`src/rtl/dac_update_scheduler.sv`:
```
`timescale 1ns/1ps
// dac_update_scheduler
// Keeps a shadow code and a dirty bit for every LTC2656 channel. Each frame
// tick (periodic timer or flush) walks the dirty channels in ascending order,
// hands one write-input-register command per channel to the SPI driver using
// its start/idle handshake, then pulses LDAC once so every channel updates
// together.
module dac_update_scheduler #(
   parameter int         NUM_CH        = 8,
   parameter int         PERIOD_CYCLES = 100000,
   parameter logic [3:0] CMD_WRITE     = 4'h0
) (
   input  logic        clk,
   input  logic        resetn,
   input  logic        enable,
   input  logic        flush,
   input  logic        wr_valid,
   input  logic [3:0]  wr_channel,
   input  logic [15:0] wr_value,
   output logic        wr_err,
   input  logic        drv_idle,
   output logic [3:0]  drv_cmd,
   output logic [3:0]  drv_channel,
   output logic [15:0] drv_value,
   output logic        drv_start,
   output logic        drv_ldac,
   output logic        busy,
   output logic [7:0]  dirty_mask,
   output logic [15:0] frame_count,
   output logic        overrun
);

   localparam int             TW           = $clog2(PERIOD_CYCLES);
   localparam logic [TW-1:0]  TIMER_RELOAD = TW'(PERIOD_CYCLES - 1);
   localparam logic [2:0]     LAST_PTR     = 3'(NUM_CH - 1);

   localparam logic [2:0] IDLE  = 3'd0;
   localparam logic [2:0] SCAN  = 3'd1;
   localparam logic [2:0] ISSUE = 3'd2;
   localparam logic [2:0] GAP   = 3'd3;
   localparam logic [2:0] WAIT  = 3'd4;
   localparam logic [2:0] LDAC  = 3'd5;

   logic [2:0]    r_state;
   logic [2:0]    r_ptr;
   logic          r_issued;
   logic          r_pending;
   logic [TW-1:0] r_timer;
   logic [7:0]    r_dirty;
   logic [15:0]   r_shadow [8];
   logic [3:0]    r_drvCmd;
   logic [3:0]    r_drvChannel;
   logic [15:0]   r_drvValue;
   logic          r_drvStart;
   logic          r_drvLdac;
   logic [15:0]   r_frameCount;
   logic          r_overrun;
   logic          r_wrErr;

   logic w_wrHit;
   logic w_tick;
   logic w_consume;

   // A write lands only on channels that exist; a periodic tick and a flush in
   // the same cycle merge into one tick; IDLE consumes the pending tick.
   always_comb begin
      w_wrHit   = wr_valid && (wr_channel < 4'(NUM_CH));
      w_tick    = (enable && (r_timer == '0)) || flush;
      w_consume = (r_state == IDLE) && r_pending;
   end

   // Frame timer: counts down while enabled, reloads on expiry or when disabled.
   always_ff @(posedge clk) begin
      if (!resetn) begin
         r_timer <= TIMER_RELOAD;
      end else if (!enable || (r_timer == '0)) begin
         r_timer <= TIMER_RELOAD;
      end else begin
         r_timer <= r_timer - TW'(1);
      end
   end

   // One-deep tick queue; a tick arriving while one is still queued is an overrun.
   always_ff @(posedge clk) begin
      if (!resetn) begin
         r_pending <= 1'b0;
         r_overrun <= 1'b0;
      end else begin
         r_overrun <= w_tick && r_pending && !w_consume;
         if (w_tick) begin
            r_pending <= 1'b1;
         end else if (w_consume) begin
            r_pending <= 1'b0;
         end
      end
   end

   // Shadow/dirty storage; a write to the channel being issued wins over the clear,
   // so the fresh value is kept dirty for the next frame.
   always_ff @(posedge clk) begin
      if (!resetn) begin
         for (int i = 0; i < 8; i++) begin
            r_shadow[i] <= 16'h0000;
         end
         r_dirty <= 8'h00;
         r_wrErr <= 1'b0;
      end else begin
         r_wrErr <= wr_valid && !w_wrHit;
         if (r_state == ISSUE) begin
            r_dirty[r_ptr] <= 1'b0;
         end
         if (w_wrHit) begin
            r_shadow[wr_channel[2:0]] <= wr_value;
            r_dirty[wr_channel[2:0]]  <= 1'b1;
         end
      end
   end

   // Frame walker: scans channels, drives the driver handshake and finishes with LDAC.
   always_ff @(posedge clk) begin
      if (!resetn) begin
         r_state      <= IDLE;
         r_ptr        <= 3'd0;
         r_issued     <= 1'b0;
         r_drvCmd     <= 4'h0;
         r_drvChannel <= 4'h0;
         r_drvValue   <= 16'h0000;
         r_drvStart   <= 1'b0;
         r_drvLdac    <= 1'b0;
         r_frameCount <= 16'h0000;
      end else begin
         r_drvStart <= 1'b0;
         r_drvLdac  <= 1'b0;
         case (r_state)
            IDLE: begin
               if (r_pending) begin
                  r_issued <= 1'b0;
                  if (r_dirty != 8'h00) begin
                     r_ptr   <= 3'd0;
                     r_state <= SCAN;
                  end
               end
            end
            SCAN: begin
               if (r_dirty[r_ptr]) begin
                  if (drv_idle) begin
                     r_drvCmd     <= CMD_WRITE;
                     r_drvChannel <= {1'b0, r_ptr};
                     r_drvValue   <= r_shadow[r_ptr];
                     r_drvStart   <= 1'b1;
                     r_state      <= ISSUE;
                  end
               end else if (r_ptr == LAST_PTR) begin
                  r_state <= r_issued ? LDAC : IDLE;
               end else begin
                  r_ptr <= r_ptr + 3'd1;
               end
            end
            ISSUE: begin
               r_issued <= 1'b1;
               r_state  <= GAP;
            end
            GAP: begin
               r_state <= WAIT;
            end
            WAIT: begin
               if (drv_idle) begin
                  if (r_ptr == LAST_PTR) begin
                     r_state <= LDAC;
                  end else begin
                     r_ptr   <= r_ptr + 3'd1;
                     r_state <= SCAN;
                  end
               end
            end
            LDAC: begin
               if (drv_idle) begin
                  r_drvLdac    <= 1'b1;
                  r_frameCount <= r_frameCount + 16'd1;
                  r_state      <= IDLE;
               end
            end
            default: begin
               r_state <= IDLE;
            end
         endcase
      end
   end

   // Output mapping; busy reflects any state other than IDLE.
   always_comb begin
      wr_err      = r_wrErr;
      drv_cmd     = r_drvCmd;
      drv_channel = r_drvChannel;
      drv_value   = r_drvValue;
      drv_start   = r_drvStart;
      drv_ldac    = r_drvLdac;
      busy        = (r_state != IDLE);
      dirty_mask  = r_dirty;
      frame_count = r_frameCount;
      overrun     = r_overrun;
   end

endmodule

```
`config.mk`:
```
export PLATFORM = sky130hd
export DESIGN_NAME = dac_update_scheduler
export DESIGN_NICKNAME = d
export VERILOG_FILES = /design/src/rtl/dac_update_scheduler.sv
export SDC_FILE = /design/constraint.sdc
export NUM_CORES = 1
export LEC_CHECK = 0
export ABC_AREA = 0
export CAP_MARGIN = 20
export CORE_MARGIN = 1
export CORE_UTILIZATION = 50
export CTS_CLUSTER_DIAMETER = 50
export DETAILED_ROUTE_END_ITERATION = 10
export GPL_TIMING_DRIVEN = 0
export PLACE_DENSITY = 0.71
export SLEW_MARGIN = 20
export SYNTH_ARGS = -nofsm -noshare
export SYNTH_HDL_FRONTEND = slang
export SYNTH_SLANG_ARGS = --single-unit
export TNS_END_PERCENT = 30
```
`constraint.sdc`:
```
create_clock -name clk -period 4.3 [get_ports clk]
set_input_delay 0.645 -clock clk [delete_from_list [all_inputs] [get_ports clk]]
set_output_delay 0.645 -clock clk [all_outputs]
set_load 0.1 [all_outputs]
```
==> impl_results.md, run 1 <==
* Fin. max-slew vios at 0
* WL/cell at 21.27 µm
* Die area at 18,310 µm²
* Multiplexer share of the synthesized area at 7.686%
* Synthesized area per cell at 12.06 µm²
* Hold WS at 414.1 ps
* Hold WC Path Type: reg -> reg
* Post-CTS Setup Inserts at 0
* Largest net degree at the start of global routing at 17
* Nets at 865
* Final setup violation count at 0
* Pint at 3.159 mW
* Cts bufs inserted at 17
* Synthesized cell area at 8889 µm²
* Cts hold-fix bufs at 0
* Number of global-route vias before repair at 6,251
* Share of the synthesized area in the top cell type at 43.24%
* Synth Area in Compound Gates at 7.517%
* Post-place setup slack at 489.5 ps
* Reg2reg start: r_ptr[2]$_SDFFE_PN0P_
* Routed Antenna Nets at 0
* Row cnt at 48
* Final Cycle Share at 76.67%
* Ys flop type: edfxtp_1
* I/O pins at 79
* Part of the power in registers at 53.2%
* GRT Util Overall at 25.99%
* Post-DP HPWL at 15,510 µm
* Via density at 5.829
* Largest family of logic cells by synthesized area: simple AND/OR/NAND/NOR gates
* Syn Inst Count at 737
* Register area share after synthesis at 59.46%
* Worst Setup EP: r_shadow[1][3]$_SDFFCE_PN0P_
* Unrepaired setup endpoints after global routing: no
* Reg clk slew, reported paths at 60 ps
* Fmax at 303.3 MHz
* IO buf count at 72
* Switching share of power at 21.39%
* Maximum clock path buffer count at 2
* P per Cell Area at 379.2 nW/µm²
* Worst-Skew Late Latency at 440 ps
* Worst EP arrival at 3360 ps
* Fin crit period at 3297 ps
* Crit Path Max Fanout at 16
* # placed instances at 1,041
* Critical path endpoint category: register
* Initial antenna violation count at 0
* Post-CTS sizing at 0
* Setup crit start kind: primary input
* Ys async rst share at 0%
* Post-synthesis adder-cell area fraction at 0.6757%
* Max-Cap Viols at 0
* Global placer's final weighted congestion at 0.8788
* Worst reg-to-reg setup slack at 1380 ps
* Worst reg2reg path depth at 5
* Synth Area in XOR/XNOR at 2.463%
* CTS root buf: clkbuf_16
* H-tree depth at 4
* Worst Setup SP: wr_valid
* Synth warn at 0
* EDFF count, synth at 128
* Post-layout worst setup margin at 1003 ps
* Slew HR at 26.74%
* Diode count at 0
* Critical path class: in -> reg
* Yosys reg bits at 200
* P_sw at 859.9 µW
* Core area at 17,360 µm²
* DRT Wirelength at 22,830 µm
* Clock power frac at 41.0%
* Fill count at 1,337
* Most frequent cells after synthesis: and2_1, edfxtp_1, dfxtp_1
* Area contributors post-synth: edfxtp_1, dfxtp_1, and2_1
* DRC violations left at 0
* Pre-antenna DRT Iters at 8
* Top-count cell post-synth: and2_1
* Status: finished clean
* Hold Vio Cnt, Final at 0
* Initial Util at 51.21%
* Post-Synth Simple-Gate Area at 19.20%
* Worst-Margin Slew at 1099 ps
* GR Overflow Total at 0
* Max VDD drop at 304.7 µV
* Fin cells at 1,073
* Synth area leader: edfxtp_1
* First-pass GRT wire length at 34,500 µm
* P&R area growth vs syn at 19.26%
* Reg2reg end: drv_value[3]$_SDFFE_PN0P_
* Standby leakage power at 3.635 nW
* Cell variety after synth at 58
* WP data required at 4360 ps
* Sink Count at 200
* Vias at 6,255
* Gate power share at 5.8%
* Vert. Die Dim at 135.3 µm
* Post-Route Skew at 7.823 ps
* CTS tree: done
* Die Wd at 135.3 µm
* Layout cells sized above 1 at 11.32%
* Initial drt markers at 653
power groups by stage:
stage	combinational, mW	sequential (mW)	clock (mW)
floorplan	0.118	2.19	0
global placement	0.218	2.18	0
detailed placement	0.231	2.18	0
CTS	0.232	2.14	1.65
global route	0.247	2.14	1.72
finish	0.233	2.14	1.65
cell families (layout without fill, tap and decap cells):
kind of cell,after synthesis,count (layout)
buffers and inverters,54,161
adders and majority gates,5,5
xor gates and xnor gates,25,25
AOI/OAI and AO/OA,95,95
muxes,47,47
DFF,200,200
other,1,5
and+or+nand+nor,310,310
registers in the layout (all words and copies together) (netlist names), 3 cells and up:
| register | count |
|---|---|
| dirty_mask | 8 |
| drv_channel | 3 |
| drv_value | 16 |
| frame_count | 16 |
| r_ptr | 3 |
| r_shadow | 128 |
| r_state | 3 |
| r_timer | 17 |
per-layer routing:
metal | wire length (µm) | global-route usage, %
met2 | 11440 | 44.79
met5 | 0 | 0
met3 | 1838 | 5.911
met4 | 450 | 10.36
met1 | 9095 | 31.46
worst max-delay path: stages:
cell	delay [ps]
clkdlybuf4s50_1	460
nor2b_1	200
nand3_1	260
nor3_1	870
nand2b_1	910
stage by stage:
stage / area, µm² / setup TNS, ps / power (mW) / utilization [%]
final: 10600 / 0 / 4.019 / 61.07
after global routing: 10600 / 0 / 4.106 / 61.07
after CTS: 10600 / 0 / 4.021 / 61.07
after detailed placement: 9990 / 0 / 2.411 / 57.55
after global placement: 9906 / -7197 / 2.395 / 57.07
after floorplan: 8904 / 0 / 2.306 / -
worst min path at each step:
stage,start,endpoint,slack [ps],cells past startpoint
6_report,r_timer[0]$_SDFF_PP1_,r_timer[0]$_SDFF_PP1_,410,1
5_1_grt,r_timer[0]$_SDFF_PP1_,r_timer[0]$_SDFF_PP1_,440,1
4_1_cts,r_timer[0]$_SDFF_PP1_,r_timer[0]$_SDFF_PP1_,410,1
3_5_place_dp,r_timer[0]$_SDFF_PP1_,r_timer[0]$_SDFF_PP1_,400,1
3_3_place_gp,r_timer[0]$_SDFF_PP1_,r_timer[0]$_SDFF_PP1_,390,1
2_1_floorplan,r_timer[0]$_SDFF_PP1_,r_timer[0]$_SDFF_PP1_,380,1
placed cells by master, fill, tap and decap left out, drive strengths merged, types with 9 or more instances in the layout:
cell type and instances:
clkbuf 51, nand3 17, nor2 62, mux2i 21
and2 132, mux2 10, or3 10, edfxtp 128
buf 24, inv 9, nor3 9, o21ai 16
nand2 40, xnor2 17, clkdlybuf4s50 72, a211oi 14
a21oi 17, dfxtp 72, mux4 16, a22oi 9
area by class of cell:
class | instances | area [µm²] | share of cell area (%)
plain buffers | 45 | 229.0 | 2.160
clock buffers | 27 | 530.5 | 5.005
clock inverters | 5 | 80.08 | 0.7554
inverters | 9 | 33.78 | 0.3187
multi-input cells | 487 | 3395 | 32.02
flip-flops and latches | 200 | 5285 | 49.86
well taps | 225 | 281.5 | 2.656
repair buffers | 75 | 765.7 | 7.224
(Power assumes the default switching activity.)
==> inputs of run 2 (changes only) <==
==> constraint.sdc (replaced) <==
create_clock -name clk -period 3.3 [get_ports clk]
set_input_delay 0.495 -clock clk [delete_from_list [all_inputs] [get_ports clk]]
set_output_delay 0.495 -clock clk [all_outputs]
set_load 0.1 [all_outputs]
==> run 2 against run 1 <==
Compared with the run above: combinational power up 30%; sequential share of layout area about the same; via count down 1.0%; sequential power up 30%; critical path type unchanged; first-iteration DRC count down 0.46%; non-clock buffer count unchanged; design area about the same; largest cell class unchanged; die area unchanged; hold slack better by 0.93 ps; clock skew about the same; final cell count unchanged.
==> impl_results.md, run 2 (synthesis results as in run 1) <==
* Hold WC Path Type: reg -> reg
* P&R area growth vs syn at 19.29% (about the same)
* Worst reg-to-reg setup slack at 430 ps (-950 ps)
* Hold Startpoint: r_timer[0]$_SDFF_PP1_
* Worst reg2reg path depth at 5 (unchanged)
* Diode count at 0 (unchanged)
* Worst-Skew Late Latency at 440 ps (about the same)
* Max VDD drop at 401.6 µV (+32%)
* Cts hold-fix bufs at 0 (unchanged)
* Via density at 5.769 (-1.0%)
* CTS tree: done
* Hold worst-path end: r_timer[0]$_SDFF_PP1_
* Unrepaired setup endpoints after global routing: no
* Final setup violation count at 0 (unchanged)
* # placed instances at 1,041 (unchanged)
* Initial antenna violation count at 0 (unchanged)
* Fin cells at 1,073 (unchanged)
* Critical path endpoint category: register
* CP delay by family, top: simple AND/OR/NAND/NOR gates
* Largest Register: r_shadow
* Reg2reg end: drv_value[3]$_SDFFE_PN0P_
* CP Depth at 5 (unchanged)
* Top flop regs: r_shadow x128, r_timer x17
* Hold depth at 1 (unchanged)
* WP data required at 3360 ps (-1000 ps)
* Fill count at 1,336 (-0.075%)
* Global placer's final weighted congestion at 0.8788 (unchanged)
* Post-DP Area at 9990 µm² (unchanged)
* Max-Cap Viols at 0 (unchanged)
* Post-route cell area at 10,600 µm² (about the same)
* Critical-path top delay cell: nand2b_1
* WL/cell at 21.30 µm (+0.11%)
* Fin. max-slew vios at 0 (unchanged)
* Post-DP HPWL at 15,510 µm (unchanged)
* Top routing layer used: met4
* Area of the multi-input gates at 3397 µm² (about the same)
* GR Overflow Total at 0 (unchanged)
* Status: finished clean
* Slowest stage delay, CP at 910 ps (about the same)
* Vias at 6,190 (-1.0%)
* Hold Vio Cnt, Final at 0 (unchanged)
* Layout cells sized above 1 at 11.44% (+0.12 points)
* Largest net degree at the start of global routing at 17 (unchanged)
* Die area at 18,310 µm² (unchanged)
* Number of global-route vias before repair at 6,251 (unchanged)
* Sink Count at 200 (unchanged)
* Crit Path Max Fanout at 16 (unchanged)
* Maximum clock path buffer count at 2 (unchanged)
* Reg2reg start: r_ptr[2]$_SDFFE_PN0P_
* DRC violations left at 0 (unchanged)
* Initial Util at 51.21% (unchanged)
* Pre-antenna DRT Iters at 5 (-3)
* Max reg flops at 128 (unchanged)
* CP Cell Sequence: clkdlybuf4s50_1 -> nor2b_1 -> nand3b_1 -> nor3_2 -> nand2b_1
* H-tree depth at 4 (unchanged)
* Cts bufs inserted at 17 (unchanged)
* Initial drt markers at 650 (-0.46%)
* Met1 Wirelength at 9096 µm (about the same)
* Core area at 17,360 µm² (unchanged)
* Worst EP arrival at 3080 ps (-280 ps)
* Row cnt at 48 (unchanged)
* DRT Wirelength at 22,850 µm (+0.11%)
* Nets at 865 (unchanged)
* Reg clk slew, reported paths at 60 ps (about the same)
* Fmax at 331.9 MHz
* CTS root buf: clkbuf_16
* Final Cycle Share at 91.30%
* I/O pins at 79 (unchanged)
* Register area at 5285 µm² (unchanged)
* Routed wl met3 at 1865 µm (+1.5%)
* Vert. Die Dim at 135.3 µm (unchanged)
* Critical path class: in -> reg
* Worst-Margin Slew at 1101 ps (+1.687 ps)
* GRT Util Overall at 25.99% (unchanged)
* First-pass GRT wire length at 34,500 µm (unchanged)
* Most frequent cells in the layout: and2_1, edfxtp_1, dfxtp_1, clkdlybuf4s50_1, nor2_1
* P per Cell Area at 493.9 nW/µm² (+30%)
* Standby leakage power at 3.635 nW (about the same)
* Buffers & Inverters on Critical Path at 1 (unchanged)
* Slew HR at 26.06% (-0.68 points)
* IO buf count at 72 (unchanged)
* Fin crit period at 3013 ps
* Die Wd at 135.3 µm (unchanged)
* Setup crit start kind: primary input
* Post-Route Skew at 7.971 ps (+0.1478 ps)
* Most common cell after layout, fill and taps aside: and2_1
* Routed Antenna Nets at 0 (unchanged)
* Met2 wire length at 11,490 µm (+0.45%)
## run 2: timing repair
action                                  4_1_cts  5_1_grt
setup buffers                                 0        0
gates resized for setup                       0        1
endpoints found under the setup margin        0       16
## run 2: layout make-up
type / instances / area share (%)
repair buffers: 75 / 7.222
plain buffers: 45 / 2.160
clock inverters: 5 / 0.7552
clock buffers: 27 / 5.004
flip-flops and latches: 200 / 49.85
multi-input cells: 487 / 32.04
well taps: 225 / 2.655
inverters: 9 / 0.3186
## run 2: routing by layer
layer  vias up  track usage (%)
li1       2843                -
met1      3051            31.46
met2       266            44.79
met3        30            5.911
met4         0            10.36
met5         -                0
## run 2: worst max path at each step
stage / start / to / slack [ps]
detailed placement: wr_valid / r_shadow[1][12]$_SDFFCE_PN0P_ / -360
CTS: wr_valid / r_shadow[1][9]$_SDFFCE_PN0P_ / 90
global placement: wr_valid / r_shadow[4][12]$_SDFFCE_PN0P_ / -990
global route: wr_valid / r_shadow[0][9]$_SDFFCE_PN0P_ / 140
floorplan: resetn / r_shadow[2][0]$_SDFFCE_PN0P_ / 710
finish: wr_valid / r_shadow[0][6]$_SDFFCE_PN0P_ / 290
## run 2: report_power, final
| part | switching, mW | leakage, nW | internal, mW |
|---|---|---|---|
| clock network | 0.886 | 0.308 | 1.26 |
| logic | 0.203 | 1.52 | 0.100 |
| registers | 0.0308 | 1.80 | 2.75 |
| total | 1.12 | 3.63 | 4.12 |
## run 2: per-stage QoR
step / TNS (ps) / util (%) / hold slack [ps] / total power [mW] / setup slack [ps]
after floorplan: 0 / - / 379.0 / 3.005 / 706.2
after global placement: -83680 / 57.07 / 386.3 / 3.121 / -986.8
after detailed placement: -8525 / 57.55 / 399.6 / 3.141 / -360.5
after CTS: 0 / 61.07 / 414.4 / 5.239 / 91.96
after global routing: 0 / 61.09 / 435.4 / 5.350 / 137.7
final: 0 / 61.09 / 415.0 / 5.236 / 287.3
==> inputs of run 3 (changes only) <==
--- a/config.mk
+++ b/config.mk
@@ -5,13 +5,14 @@
 export SDC_FILE = /design/constraint.sdc
 export NUM_CORES = 1
 export LEC_CHECK = 0
-export ABC_AREA = 0
+export ABC_AREA = 1
 export CAP_MARGIN = 20
 export CORE_MARGIN = 1
 export CORE_UTILIZATION = 50
 export CTS_CLUSTER_DIAMETER = 50
 export DETAILED_ROUTE_END_ITERATION = 10
 export GPL_TIMING_DRIVEN = 0
+export MAX_ROUTING_LAYER = met4
 export PLACE_DENSITY = 0.71
 export SLEW_MARGIN = 20
 export SYNTH_ARGS = -nofsm -noshare
==> run 3 against run 2 <==
Compared with the run above: critical path depth rose by 1; combinational power rose to 2.8 times the previous value; sequential cell count unchanged; critical endpoint is now r_shadow[4][8]$_SDFFCE_PN0P_.
==> impl_results.md, run 3 <==
* Status: finished clean
* Ys flop type: edfxtp_1
* Post-DP Area at 9564 µm² (-4.3%)
* Max VDD drop at 406.9 µV (+1.3%)
* DRC violations left at 0 (unchanged)
* Top flop regs: r_shadow x128, r_timer x17
* Area contributors post-synth: edfxtp_1, dfxtp_1, nor2_1
* Synthesized cell area at 8553 µm² (-3.8%)
* Crit Path Max Fanout at 16 (unchanged)
* Max-Cap Viols at 0 (unchanged)
* Sink Count at 200 (unchanged)
* DRT Wirelength at 21,550 µm (-5.7%)
* Nets at 1,061 (+23%)
* P per Cell Area at 572.0 nW/µm² (+16%)
* Worst EP arrival at 2860 ps (-220 ps)
* Final Cycle Share at 87.92% (-3.4 points)
* Via density at 5.450 (-5.5%)
* P&R area growth vs syn at 18.78%
* Worst-Skew Late Latency at 430 ps (about the same)
* WP data required at 3260 ps (-100 ps)
* Row cnt at 47 (-2.1%)
* Layout cells sized above 1 at 4.885% (-6.6 points)
* # placed instances at 1,232 (+18%)
* Vias at 6,889 (+11%)
* Reg clk slew, reported paths at 60 ps (about the same)
* GR Overflow Total at 0 (unchanged)
* Number of global-route vias before repair at 6,227 (-0.38%)
* Hold WS at 391.1 ps (-23.91 ps)
* Synth area leader: edfxtp_1
* Largest net degree at the start of global routing at 17 (unchanged)
* Routed wl met3 at 1767 µm (-5.3%)
* Fill count at 1,434 (+7.3%)
* Cell variety after synth at 31 (-47%)
* Hold WC Path Type: reg -> reg
* Core area at 16,640 µm² (-4.1%)
* Total power at 5.811 mW (+11%)
* Max reg flops at 128 (unchanged)
* CTS root buf: clkbuf_16
* Syn Inst Count at 936 (+27%)
* Post-DP HPWL at 14,510 µm (-6.5%)
* Fmax at 344.7 MHz (+3.8%)
* Share of the synthesized area in the top cell type at 44.94% (+1.7 points)
* Worst-Margin Slew at 1006 ps (-94.70 ps)
* Cts hold-fix bufs at 0 (unchanged)
* Pre-antenna DRT Iters at 5 (unchanged)
* Yosys reg bits at 200 (unchanged)
* Initial drt markers at 692 (+6.5%)
* Register area share after synthesis at 61.79% (+2.3 points)
* Vert. Die Dim at 132.8 µm (-1.9%)
* Met1 Wirelength at 9017 µm (-0.87%)
* Final setup violation count at 0 (unchanged)
* Slew HR at 32.73% (+6.7 points)
* Most frequent cells in the layout: nor2_1, nand2_1, edfxtp_1, inv_1
* Routed Antenna Nets at 0 (unchanged)
* Critical path class: in -> reg
* Initial Util at 51.39% (+0.18 points)
* Fin cells at 1,264 (+18%)
* Post-CTS Setup Inserts at 0 (unchanged)
* First-pass GRT wire length at 32,740 µm (-5.1%)
* Standby leakage power at 3.902 nW (+7.4%)
* CTS tree: done
* Synthesized area per cell at 9.138 µm² (-24%)
* Largest Register: r_shadow
* Post-Route Skew at 6.288 ps (-1.683 ps)
* Most frequent cells after synthesis: nor2_1, nand2_1, edfxtp_1
* Maximum clock path buffer count at 2 (unchanged)
* Top routing layer used: met4
* Met2 wire length at 10,250 µm (-11%)
* I/O pins at 79 (unchanged)
* Diode count at 0 (unchanged)
* Critical path endpoint category: register
* Ys async rst share at 0% (unchanged)
* Synth warn at 0 (unchanged)
* H-tree depth at 4 (unchanged)
* Initial antenna violation count at 0 (unchanged)
* IO buf count at 72 (unchanged)
* Die Wd at 132.8 µm (-1.9%)
* Fin crit period at 2901 ps (-111.3 ps)
* Hold Vio Cnt, Final at 0 (unchanged)
* Unrepaired setup endpoints after global routing: no
* Most common cell after layout, fill and taps aside: nor2_1
* GRT Util Overall at 25.59% (-0.40 points)
* Fin. max-slew vios at 0 (unchanged)
* Top-count cell post-synth: nor2_1
* Cts bufs inserted at 17 (unchanged)
* Global placer's final weighted congestion at 0.8674 (-1.3%)
* Post-CTS sizing at 0 (unchanged)
* Die area at 17,630 µm² (-3.7%)
* EDFF count, synth at 128 (unchanged)
* WL/cell at 17.05 µm (-20%)
* Setup crit start kind: primary input
* Post-route cell area at 10,160 µm² (-4.2%)
## run 3: cell count changes after synthesis, sizes merged, moves of 34 or more
cell / previous run / this run
nand3: 17 / 56
nand2: 40 / 181
o21ai: 16 / 50
and2: 132 / 0
inv: 8 / 76
nor2: 62 / 217
## run 3: final cells by class
type                       count  area [µm²]  share of cell area (%)
sequential                   200        5285                   52.02
multi-input combinational    624        2804                   27.60
timing repair buffer          72       720.7                   7.094
clock buffer                  22       444.2                   4.372
inverter                      77       289.0                   2.845
tap                          220       275.3                   2.709
buffer                        39       190.2                   1.872
clock inverter                10       151.4                   1.490
## run 3: cells by family after synthesis
group                      after synthesis  synth area share, %
and+or+nand+nor                        504                24.55
DFF                                    200                61.79
buffers and inverters                  116                5.603
AOI/OAI and AO/OA                      104                6.714
xor gates and xnor gates                 7               0.7168
adders and majority gates                4               0.5852
other                                    1              0.04384
## run 3: worst max-delay path, cell delays in order
cell and delay [ps]:
clkdlybuf4s50_1 470, nand3b_1 140, nor2_1 90, nand2_1 330, clkbuf_1 580, nand2_1 750
## run 3: path summary, 6_finish.rpt
path,from,endpoint,slack (ps),cells after the start
max,wr_channel[3],r_shadow[4][8]$_SDFFCE_PN0P_,400,6
min,r_timer[0]$_SDFF_PP1_,r_timer[0]$_SDFF_PP1_,390,1
max reg2reg,r_ptr[1]$_SDFFE_PN0P_,drv_value[4]$_SDFFE_PN0P_,1020,7
min reg2reg,r_timer[0]$_SDFF_PP1_,r_timer[0]$_SDFF_PP1_,390,1
## run 3: power by group
part	internal, mW	switching [mW]	leakage [nW]
combinational	0.224	0.625	1.81
sequential	2.77	0.0483	1.80
clock	1.26	0.881	0.289
total	4.26	1.55	3.90
## run 3: through the flow
step | setup TNS [ps] | worst slack, ps | utilization [%]
detailed placement | -559.9 | -35.30 | 57.47
floorplan | 0 | 1129 | -
global route | 0 | 277.8 | 61.05
global placement | -686.5 | -44.27 | 57.47
finish | 0 | 398.5 | 61.05
CTS | 0 | 409.9 | 61.05
## run 3: routing by layer
layer | track usage (%) | vias up
li1 | - | 3298
met5 | - | -
met4 | 10.98 | 0
met1 | 32.46 | 3199
met3 | 4.100 | 48
met2 | 40.69 | 344
